==> src/rtl/alu_exec_unit_if.sv <==
// Operand/opcode request bus and result/flag bus of the ALU execute stage.
interface alu_exec_unit_if;
    logic [7:0] aBus;
    logic [7:0] bBusMUX;
    logic [3:0] aluOp;
    logic       start;
    logic       busy;
    logic       done;
    logic       illegal;
    logic [7:0] result;
    logic [7:0] resultHi;
    logic       flagZ;
    logic       flagN;
    logic       flagC;
    logic       flagV;

    modport master (
        output aBus, bBusMUX, aluOp, start,
        input  busy, done, illegal, result, resultHi,
        input  flagZ, flagN, flagC, flagV
    );

    modport slave (
        input  aBus, bBusMUX, aluOp, start,
        output busy, done, illegal, result, resultHi,
        output flagZ, flagN, flagC, flagV
    );
endinterface

==> src/rtl/alu_exec_unit.sv <==
// 8-bit ALU execute stage: single-cycle ops plus an 8-step
// shift-add unsigned multiply, with registered result and Z/N/C/V flags.
module alu_exec_unit #(
    parameter int WIDTH = 8
) (
    input logic           clk,
    input logic           reset,
    alu_exec_unit_if.slave bus
);
    localparam logic [3:0] OP_ADD = 4'h0;
    localparam logic [3:0] OP_SUB = 4'h1;
    localparam logic [3:0] OP_AND = 4'h2;
    localparam logic [3:0] OP_OR  = 4'h3;
    localparam logic [3:0] OP_XOR = 4'h4;
    localparam logic [3:0] OP_NOT = 4'h5;
    localparam logic [3:0] OP_PSB = 4'h6;
    localparam logic [3:0] OP_SHL = 4'h7;
    localparam logic [3:0] OP_SHR = 4'h8;
    localparam logic [3:0] OP_ASR = 4'h9;
    localparam logic [3:0] OP_MUL = 4'hA;
    localparam logic [3:0] OP_CMP = 4'hB;
    localparam logic [3:0] OP_INC = 4'hC;
    localparam logic [3:0] OP_DEC = 4'hD;

    typedef enum logic {S_IDLE, S_MUL} state_t;

    state_t               state_q;
    logic                 busy_q, done_q, illegal_q;
    logic [WIDTH-1:0]     res_q, hi_q;
    logic                 z_q, n_q, c_q, v_q;
    logic [2*WIDTH-1:0]   acc_q, mcand_q;
    logic [WIDTH-1:0]     mplier_q;
    logic [2:0]           cnt_q;

    logic [WIDTH-1:0]     a, b, add_b, sub_b;
    logic [WIDTH:0]       sum, dif;
    logic [WIDTH-1:0]     alu_res;
    logic                 alu_c, alu_v, wr_res, legal;
    logic [2*WIDTH-1:0]   acc_d;

    assign a     = bus.aBus;
    assign b     = bus.bBusMUX;
    assign add_b = (bus.aluOp == OP_INC) ? 8'h01 : b;
    assign sub_b = (bus.aluOp == OP_DEC) ? 8'h01 : b;
    assign sum   = {1'b0, a} + {1'b0, add_b};
    assign dif   = {1'b0, a} - {1'b0, sub_b};

    // One shift-add step: multiplicand shifts left, multiplier right
    assign acc_d = acc_q + (mplier_q[0] ? mcand_q : 16'h0000);

    always_comb begin
        alu_res = 8'h00;
        alu_c   = 1'b0;
        alu_v   = 1'b0;
        wr_res  = 1'b1;
        legal   = 1'b1;
        unique case (bus.aluOp)
            OP_ADD, OP_INC: begin
                alu_res = sum[7:0];
                alu_c   = sum[8];
                alu_v   = (a[7] == add_b[7]) && (sum[7] != a[7]);
            end
            OP_SUB, OP_DEC, OP_CMP: begin
                alu_res = dif[7:0];
                alu_c   = dif[8];
                alu_v   = (a[7] != sub_b[7]) && (dif[7] != a[7]);
                wr_res  = (bus.aluOp != OP_CMP);
            end
            OP_AND: alu_res = a & b;
            OP_OR:  alu_res = a | b;
            OP_XOR: alu_res = a ^ b;
            OP_NOT: alu_res = ~a;
            OP_PSB: alu_res = b;
            OP_SHL: begin
                alu_res = {a[6:0], 1'b0};
                alu_c   = a[7];
            end
            OP_SHR: begin
                alu_res = {1'b0, a[7:1]};
                alu_c   = a[0];
            end
            OP_ASR: begin
                alu_res = {a[7], a[7:1]};
                alu_c   = a[0];
            end
            OP_MUL: wr_res = 1'b0;
            default: begin
                legal  = 1'b0;
                wr_res = 1'b0;
            end
        endcase
    end

    always_ff @(posedge clk or posedge reset) begin
        if (reset) begin
            state_q   <= S_IDLE;
            busy_q    <= 1'b0;
            done_q    <= 1'b0;
            illegal_q <= 1'b0;
            res_q     <= '0;
            hi_q      <= '0;
            z_q       <= 1'b0;
            n_q       <= 1'b0;
            c_q       <= 1'b0;
            v_q       <= 1'b0;
            acc_q     <= '0;
            mcand_q   <= '0;
            mplier_q  <= '0;
            cnt_q     <= '0;
        end else begin
            done_q    <= 1'b0;
            illegal_q <= 1'b0;
            unique case (state_q)
                S_IDLE: begin
                    if (bus.start) begin
                        if (bus.aluOp == OP_MUL) begin
                            state_q  <= S_MUL;
                            busy_q   <= 1'b1;
                            acc_q    <= '0;
                            mcand_q  <= {8'h00, a};
                            mplier_q <= b;
                            cnt_q    <= '0;
                        end else begin
                            done_q <= 1'b1;
                            if (!legal) begin
                                illegal_q <= 1'b1;
                            end else begin
                                if (wr_res) res_q <= alu_res;
                                z_q <= (alu_res == 8'h00);
                                n_q <= alu_res[7];
                                c_q <= alu_c;
                                v_q <= alu_v;
                            end
                        end
                    end
                end
                S_MUL: begin
                    acc_q    <= acc_d;
                    mcand_q  <= mcand_q << 1;
                    mplier_q <= mplier_q >> 1;
                    cnt_q    <= cnt_q + 3'd1;
                    if (cnt_q == 3'd7) begin
                        state_q <= S_IDLE;
                        busy_q  <= 1'b0;
                        done_q  <= 1'b1;
                        res_q   <= acc_d[7:0];
                        hi_q    <= acc_d[15:8];
                        z_q     <= (acc_d == 16'h0000);
                        n_q     <= acc_d[15];
                        c_q     <= |acc_d[15:8];
                        v_q     <= |acc_d[15:8];
                    end
                end
                default: state_q <= S_IDLE;
            endcase
        end
    end

    assign bus.busy     = busy_q;
    assign bus.done     = done_q;
    assign bus.illegal  = illegal_q;
    assign bus.result   = res_q;
    assign bus.resultHi = hi_q;
    assign bus.flagZ    = z_q;
    assign bus.flagN    = n_q;
    assign bus.flagC    = c_q;
    assign bus.flagV    = v_q;
endmodule
==> src/flat_wrapper.sv <==
// flat-port wrapper written by rule: the top's interface ports become plain ports
module alu_exec_unit_flat 
#(
    parameter int WIDTH = 8
)
  (clk, reset, bus_aBus, bus_bBusMUX, bus_aluOp, bus_start, bus_busy, bus_done, bus_illegal, bus_result, bus_resultHi, bus_flagZ, bus_flagN, bus_flagC, bus_flagV);
  alu_exec_unit_if bus_i ();
  input logic clk;
  input logic reset;
  input wire logic [$bits(bus_i.aBus)-1:0] bus_aBus;
  input wire logic [$bits(bus_i.bBusMUX)-1:0] bus_bBusMUX;
  input wire logic [$bits(bus_i.aluOp)-1:0] bus_aluOp;
  input wire logic [$bits(bus_i.start)-1:0] bus_start;
  output wire logic [$bits(bus_i.busy)-1:0] bus_busy;
  output wire logic [$bits(bus_i.done)-1:0] bus_done;
  output wire logic [$bits(bus_i.illegal)-1:0] bus_illegal;
  output wire logic [$bits(bus_i.result)-1:0] bus_result;
  output wire logic [$bits(bus_i.resultHi)-1:0] bus_resultHi;
  output wire logic [$bits(bus_i.flagZ)-1:0] bus_flagZ;
  output wire logic [$bits(bus_i.flagN)-1:0] bus_flagN;
  output wire logic [$bits(bus_i.flagC)-1:0] bus_flagC;
  output wire logic [$bits(bus_i.flagV)-1:0] bus_flagV;
  assign bus_i.aBus = bus_aBus;
  assign bus_i.bBusMUX = bus_bBusMUX;
  assign bus_i.aluOp = bus_aluOp;
  assign bus_i.start = bus_start;
  assign bus_busy = bus_i.busy;
  assign bus_done = bus_i.done;
  assign bus_illegal = bus_i.illegal;
  assign bus_result = bus_i.result;
  assign bus_resultHi = bus_i.resultHi;
  assign bus_flagZ = bus_i.flagZ;
  assign bus_flagN = bus_i.flagN;
  assign bus_flagC = bus_i.flagC;
  assign bus_flagV = bus_i.flagV;
  alu_exec_unit #(.WIDTH(WIDTH)) u_core (.clk(clk), .reset(reset), .bus(bus_i));
endmodule
==> config.mk <==
export PLATFORM = sky130hd
export DESIGN_NAME = alu_exec_unit_flat
export DESIGN_NICKNAME = d
export VERILOG_FILES = /design/src/rtl/alu_exec_unit_if.sv /design/src/rtl/alu_exec_unit.sv /design/src/flat_wrapper.sv
export SDC_FILE = /design/constraint.sdc
export NUM_CORES = 1
export LEC_CHECK = 0
export ABC_AREA = 1
export CAP_MARGIN = 20
export CORE_UTILIZATION = 64
export DETAILED_ROUTE_END_ITERATION = 10
export GPL_TIMING_DRIVEN = 0
export PLACE_DENSITY = 0.87
export SETUP_SLACK_MARGIN = 0.1
export SLEW_MARGIN = 30
export SYNTH_ARGS = -nofsm -noshare
export SYNTH_HDL_FRONTEND = slang
export SYNTH_SLANG_ARGS = --single-unit
==> constraint.sdc <==
create_clock -name clk -period 5.5 [get_ports clk]
set_clock_uncertainty 0.1 [all_clocks]
set_input_delay 1.375 -clock clk [delete_from_list [all_inputs] [get_ports clk]]
set_output_delay 1.375 -clock clk [all_outputs]
set_load 0.05 [all_outputs]
### Word level (Yosys, flattened, before mapping)

Cells that the tools add are included.

| storage, ports and cells | value |
|---|---|
| register bits | 67 |
| word-level logic and storage cells | 125 |
| output and inout port bits | 23 |

| cells by class | value |
|---|---|
| muxes and demuxes | 61 |
| bitwise operators | 5 |
| reduce and logical (&&, ||, !) cells | 16 |
| add/sub/neg operators | 4 |
| equal/unequal tests | 25 |

Operators with widths:

| operator | count |
|---|---|
| 16-bit 2-to-1 mux | 5 |
| 8-bit case mux with 10 select lines | 1 |
| 8-bit 2-to-1 mux | 9 |
| 16-bit case mux with 2 select lines | 2 |
| 8-bit case mux with 2 select lines | 2 |
| 1-bit 2-to-1 mux | 29 |
| 4-bit == test (second input constant) | 6 |
| 1-bit case mux with 2 select lines | 9 |
| 16-bit adder | 1 |
| 4-bit by 3-bit == test with 1-bit output (second input constant) | 4 |
| 16-bit logical NOT | 1 |
| 14-bit OR reduction | 1 |
| 10-bit OR reduction | 1 |
| 8-bit by 8-bit adder with 9-bit output | 1 |
| 8-bit by 8-bit subtractor with 9-bit output | 1 |
| 8-bit bitwise AND | 1 |
| 4-bit by 2-bit == test with 1-bit output (second input constant) | 2 |
| 8-bit logical NOT | 1 |
| 8-bit NOT | 1 |
| 8-bit bitwise OR | 1 |
| 8-bit OR reduction | 1 |
| 8-bit XOR | 1 |
| 3-bit 2-to-1 mux | 2 |
| 2-bit by 1-bit inequality test with 1-bit output (second input constant) | 3 |
| other kinds (18) | 25 |

### Logic depth before layout (Yosys ltp)

| logic depth | value |
|---|---|
| depth after elaboration | 10 |
| depth in mapped cells | 20 |

### Worst setup path before layout

No wires, ideal clock.

| timing | value |
|---|---|
| kind | input port to flip-flop |
| start | in bus_aluOp[1] |
| end | reg u_core.z_q, in the netlist u_core.bus.flagZ |
| required time | 5.334 ns |
| data arrival time | 3.271 ns |
| library setup time | 0.066 ns |
| stages on the path | 18 |
| slack | 2.064 ns |
| path through | inv_1 > nand2_1 > nor2_1 > inv_1 > nand2_1 > ha_1 > inv_1 > fa_1 > or2_2 > nand3_1 > nand2_1 > nor2_1 > nand3_1 > nor2_1 > nand3_1 > nand2_1 > nand2_1 > nand2_1 |

| between the ends | value |
|---|---|
| word-level cells in the longest chain between the ends | 9 |
| elaborated cells on any way between the ends | 31 |
| those cells by class | add/sub (2); eq/ne (15); mux (8); reduce/logical (6) |

RTL lines:

| element | RTL line | text |
|---|---|---|
| start, declared | flat_wrapper.sv:12 | `input wire logic [$bits(bus_i.aluOp)-1:0] bus_aluOp;` |
| 4-bit == test, on equally long branches | alu_exec_unit.sv:44, alu_exec_unit.sv:57, alu_exec_unit.sv:43 |  |
| 8-bit 2-to-1 mux, on equally long branches | alu_exec_unit.sv:44, alu_exec_unit.sv:43 |  |
| 8-bit by 8-bit subtractor with 9-bit output or 8-bit by 8-bit adder with 9-bit output (tied branches) | alu_exec_unit.sv:46, alu_exec_unit.sv:45 |  |
| 8-bit case mux with 10 select lines | alu_exec_unit.sv:57 | `unique case (bus.aluOp)` |
| 8-bit logical NOT | alu_exec_unit.sv:129 | `z_q <= (alu_res == 8'h00);` |
| 1-bit 2-to-1 mux | alu_exec_unit.sv:125 | `if (!legal) begin` |
| 1-bit 2-to-1 mux | alu_exec_unit.sv:116 | `if (bus.aluOp == OP_MUL) begin` |
| 1-bit 2-to-1 mux | alu_exec_unit.sv:115 | `if (bus.start) begin` |
| 1-bit case mux with 2 select lines | alu_exec_unit.sv:113 | `unique case (state_q)` |
| end signal, assigned | alu_exec_unit.sv:129 |  |
| end signal, assigned | alu_exec_unit.sv:148 | `z_q <= (acc_d == 16'h0000);` |
| end, declared | alu_exec_unit.sv:30 | `logic z_q, n_q, c_q, v_q;` |

Parallel ways exist; a longest one is shown, timed or not. The select of a mux whose other input is x is not followed.
A chain may end at the register's enable or synchronous reset.

### Worst setup path in the final report

Ends and elaborated chain as after synthesis.

==> flow_results.xml <==
<?xml version="1.0" encoding="UTF-8"?>
<metrics>
  <group name="placed_design">
    <metric name="port-buffer-count" unit="">45</metric>
    <metric name="placement.setup.worst_slack" unit="ns">0.914</metric>
    <metric name="dp.cells" unit="">1002</metric>
    <metric name="estimated_wirelength_of_the_detail_placed_design" unit="mm">13.1</metric>
    <metric name="gp_routability_congestion" unit="">1.05</metric>
  </group>
  <group name="power">
    <metric name="net-switching-power" unit="µW">1240</metric>
    <metric name="report.power.total" unit="µW">2550</metric>
    <metric name="p_leak" unit="µW">0.00350</metric>
    <metric name="relative_contribution_of_combinational_cells_to_total_power" unit="%">51.9</metric>
    <metric name="worst_ir_drop_vdd" unit="mV">0.250</metric>
    <metric name="p_clk_share" unit="%">17.3</metric>
    <metric name="intPower" unit="µW">1310</metric>
    <metric name="pwr_dens" unit="mW/mm²">404</metric>
    <metric name="sw_frac_of_total" unit="%">48.7</metric>
    <metric name="p_seq_share" unit="%">30.8</metric>
  </group>
  <group name="floorplanning">
    <metric name="io_pins" unit="">46</metric>
    <metric name="die_h" unit="µm">94.7</metric>
    <metric name="fp.dieArea" unit="mm²">0.00897</metric>
    <metric name="std_cell_rows" unit="">33</metric>
    <metric name="initial_cell_density_of_the_core" unit="%">66.6</metric>
    <metric name="die_width" unit="µm">94.7</metric>
    <metric name="floorplan_core_area" unit="mm²">0.00826</metric>
  </group>
  <group name="setup_path">
    <metric name="worst_r2r_startpoint" unit="">u_core.mplier_q[0]</metric>
    <metric name="critPathCaptureType" unit="">flop</metric>
    <metric name="startpoint_to_endpoint_class_of_the_critical_path" unit="">input port to flop</metric>
    <metric name="critical_path_peak_fanout" unit="">8</metric>
    <metric name="worst-endpoint-arrival" unit="ns">4.50</metric>
    <metric name="worstSetupStartpoint" unit="">bus_aluOp[1]</metric>
    <metric name="start_kind" unit="">input port</metric>
    <metric name="data_required_time_of_the_worst_path" unit="ns">5.68</metric>
  </group>
  <group name="yosys">
    <metric name="synth-xor-area-share" unit="%">0.318</metric>
    <metric name="yosysTopAreaCell" unit="">sky130_fd_sc_hd__dfrtp_1</metric>
    <metric name="ys_ff_latch" unit="">67</metric>
    <metric name="yosysWarningCount" unit="">0</metric>
    <metric name="ys_seq_area_share" unit="%">30.5</metric>
    <metric name="mappedNetlistNets" unit="">927</metric>
    <metric name="syn_inst" unit="">851</metric>
    <metric name="post_synth_instance_area" unit="mm²">0.00550</metric>
    <metric name="synth.distinct_cells" unit="">31</metric>
    <metric name="muxShareOfSynthArea" unit="%">0</metric>
    <metric name="simple_gate_area_share_of_the_yosys_netlist" unit="%">37.2</metric>
    <metric name="adder_cell_share_of_the_synthesized_area" unit="%">12.5</metric>
    <metric name="synth_compound_area_share" unit="%">10.2</metric>
    <metric name="synth_top_cell_area_share" unit="%">30.5</metric>
    <metric name="main_combinational_cell_family_by_area_after_synthesis" unit="">simple AND/OR/NAND/NOR gates</metric>
    <metric name="post_synth.cell_area_avg" unit="µm²">6.46</metric>
    <metric name="synth.area.top_cells" unit="">sky130_fd_sc_hd__dfrtp_1, sky130_fd_sc_hd__nand2_1, sky130_fd_sc_hd__ha_1</metric>
  </group>
  <group name="timing">
    <metric name="setup_tns" unit="ns">0</metric>
    <metric name="period_minus_slack" unit="ns">4.32</metric>
    <metric name="rsz0062_at_grt" unit="">false</metric>
    <metric name="whs" unit="ns">0.389</metric>
    <metric name="post-route-worst-setup-slack" unit="ns">1.18</metric>
    <metric name="number_of_hold_violations_in_the_final_report" unit="">0</metric>
    <metric name="slew_headroom" unit="%">58.1</metric>
    <metric name="timing.final.setup_violations" unit="">0</metric>
    <metric name="final.period_utilization" unit="%">78.6</metric>
    <metric name="drv_slew" unit="">0</metric>
    <metric name="clock.fmax" unit="MHz">231</metric>
    <metric name="worst_slew_pin_slew" unit="ns">0.626</metric>
  </group>
  <group name="routing">
    <metric name="drtPass1Iterations" unit="">5</metric>
    <metric name="routed_via_density" unit="">5.88</metric>
    <metric name="num_vias" unit="">5989</metric>
    <metric name="drtIter0Drc" unit="">592</metric>
    <metric name="ant_nets" unit="">0</metric>
    <metric name="routed_wire_length_per_instance" unit="µm">16.5</metric>
    <metric name="totalWireLength" unit="mm">16.8</metric>
    <metric name="residual_drc" unit="">0</metric>
  </group>
  <group name="flow_run">
    <metric name="count_of_max_cap_constraint_violations" unit="">0</metric>
  </group>
  <group name="cts">
    <metric name="path_clk_slew" unit="ns">0.09</metric>
    <metric name="cts_hold_buffers" unit="">0</metric>
    <metric name="cts-resized-gates" unit="">0</metric>
    <metric name="cts_root_buf" unit="">sky130_fd_sc_hd__clkbuf_8</metric>
    <metric name="ctsLongestPathBuffers" unit="">2</metric>
    <metric name="clkSinkCount" unit="">67</metric>
    <metric name="clk_lat_worst_skew" unit="ns">0.36</metric>
    <metric name="ctsHtreeMaxLevel" unit="">3</metric>
    <metric name="cts_inserted_buffers" unit="">9</metric>
    <metric name="tritoncts_clock_tree" unit="">done</metric>
    <metric name="post-cts-setup-buffer-count" unit="">0</metric>
  </group>
  <group name="final_layout">
    <metric name="drive_gt1_share" unit="%">3.94</metric>
    <metric name="num_antenna_cells" unit="">0</metric>
    <metric name="final_cells" unit="">1018</metric>
    <metric name="final_nets" unit="">984</metric>
    <metric name="area.growth.synth_to_final" unit="%">14.6</metric>
  </group>
  <group name="grt">
    <metric name="vias_in_the_first_global_route" unit="">5575</metric>
    <metric name="grt_max_degree" unit="">46</metric>
    <metric name="grt_remaining_overflow" unit="">0</metric>
    <metric name="grt_pass1_wl" unit="mm">26.9</metric>
    <metric name="antenna_found_initial" unit="">0</metric>
    <metric name="groute.usage.overall" unit="%">39.8</metric>
  </group>
  <group name="run_status">
    <metric name="status" unit="">finished clean</metric>
  </group>
  <group name="hold_path">
    <metric name="min_from" unit="">u_core.bus.resultHi[2]</metric>
    <metric name="hp-class" unit="">flop to flop</metric>
  </group>
</metrics>
final timing paths:
check / end / slack (ns) / cells past startpoint
setup / recovery: u_core.bus.flagZ / 1.18 / 19
hold / removal: u_core.bus.resultHi[2] / 0.39 / 2
setup reg to reg: u_core.bus.flagC / 2.16 / 19
hold reg to reg: u_core.bus.resultHi[2] / 0.39 / 2
max in group asynchronous: u_core.bus.result[0] / 3.53 / 3
min in group asynchronous: u_core.acc_q[5] / 1.22 / 2
state kept, by name (all words and copies together) (netlist names):
signal,cells
u_core.bus.result,8
u_core.bus.illegal,1
u_core.bus.flagC,1
u_core.bus.done,1
u_core.cnt_q,3
u_core.bus.busy,1
u_core.acc_q,16
u_core.state_q,1
u_core.bus.flagZ,1
u_core.bus.flagN,1
u_core.mcand_q,16
u_core.bus.resultHi,8
u_core.bus.flagV,1
u_core.mplier_q,8
cell usage after synthesis (all sizes together):
cell type / n
a31oi: 5
buf: 4
nand2: 328
fa: 3
nand3: 62
xor2: 2
nor2: 78
nand3b: 7
nand4: 12
o2111ai: 1
a21oi: 24
or2: 6
dfrtp: 67
nor4: 1
a22o: 3
ha: 50
o211ai: 13
o221ai: 3
o22ai: 8
inv: 122
o21a: 2
o21ai: 36
and2: 4
clkbuf: 10
placed cells by master (no fill, tap or decap), types with 7 or more instances in the layout:
| cell | count |
|---|---|
| sky130_fd_sc_hd__ha_1 | 50 |
| sky130_fd_sc_hd__nand4_1 | 12 |
| sky130_fd_sc_hd__o211ai_1 | 13 |
| sky130_fd_sc_hd__clkdlybuf4s50_1 | 45 |
| sky130_fd_sc_hd__nor2_1 | 77 |
| sky130_fd_sc_hd__inv_1 | 116 |
| sky130_fd_sc_hd__nand3b_1 | 7 |
| sky130_fd_sc_hd__o22ai_1 | 8 |
| sky130_fd_sc_hd__a21oi_1 | 24 |
| sky130_fd_sc_hd__clkbuf_1 | 11 |
| sky130_fd_sc_hd__nand3_1 | 62 |
| sky130_fd_sc_hd__clkbuf_8 | 9 |
| sky130_fd_sc_hd__o21ai_0 | 32 |
| sky130_fd_sc_hd__dfrtp_1 | 67 |
| sky130_fd_sc_hd__nand2_1 | 325 |
cell type report:
type	count	area, µm²
Timing Repair Buffer	46	470
Sequential cell	67	1680
Inverter	122	460
Tap cell	105	131
Buffer	14	57.6
Clock inverter	6	71.3
Multi-Input combinational cell	648	3310
Fill cell	646	1950
Clock buffer	10	128
logic make-up (layout without fill, tap and decap cells):
kind of cell | Yosys count | count (layout)
compound gates | 95 | 95
xor+xnor | 2 | 2
fa+ha+maj | 53 | 53
buf+inv | 136 | 198
flops | 67 | 67
simple gates | 498 | 498
power by group through the flow:
stage / Sequential, µW / Combinational [µW] / Clock (µW)
3_5_place_dp: 787 / 1280 / 0
2_1_floorplan: 1020 / 630 / 0
4_1_cts: 780 / 1300 / 435
6_report: 785 / 1320 / 441
3_3_place_gp: 774 / 1240 / 0
5_1_grt: 798 / 1430 / 458
worst max-delay path, cell delays in order:
cell and delay [ns]:
sky130_fd_sc_hd__clkdlybuf4s50_1 0.52, sky130_fd_sc_hd__inv_1 0.24, sky130_fd_sc_hd__nand2_1 0.12, sky130_fd_sc_hd__nor2_1 0.11, sky130_fd_sc_hd__inv_1 0.15, sky130_fd_sc_hd__nand2_1 0.12
sky130_fd_sc_hd__ha_1 0.15, sky130_fd_sc_hd__inv_1 0.05, sky130_fd_sc_hd__fa_1 0.39, sky130_fd_sc_hd__or2_2 0.31, sky130_fd_sc_hd__nand3_1 0.09, sky130_fd_sc_hd__nand2_1 0.05
sky130_fd_sc_hd__nor2_1 0.27, sky130_fd_sc_hd__nand3_1 0.13, sky130_fd_sc_hd__nor2_1 0.13, sky130_fd_sc_hd__nand3_1 0.08, sky130_fd_sc_hd__nand2_1 0.06, sky130_fd_sc_hd__nand2_1 0.06
sky130_fd_sc_hd__nand2_1 0.08
per-stage QoR:
stage / util (%) / instance area (µm²)
3_3_place_gp: 73.7 / 6080
2_1_floorplan: - / 5500
4_1_cts: 76.3 / 6300
5_1_grt: 76.3 / 6300
6_report: 76.3 / 6300
3_5_place_dp: 73.9 / 6100
routing by layer:
layer | vias to the layer above | routed length [µm] | GRT usage [%]
li1 | 2831 | - | -
met1 | 2786 | 6700 | 50.0
met2 | 304 | 8020 | 66.1
met3 | 68 | 1340 | 6.84
met4 | 0 | 708 | 19.3
met5 | - | 0 | 0
Note: power is estimated with default switching activity, not from simulation.
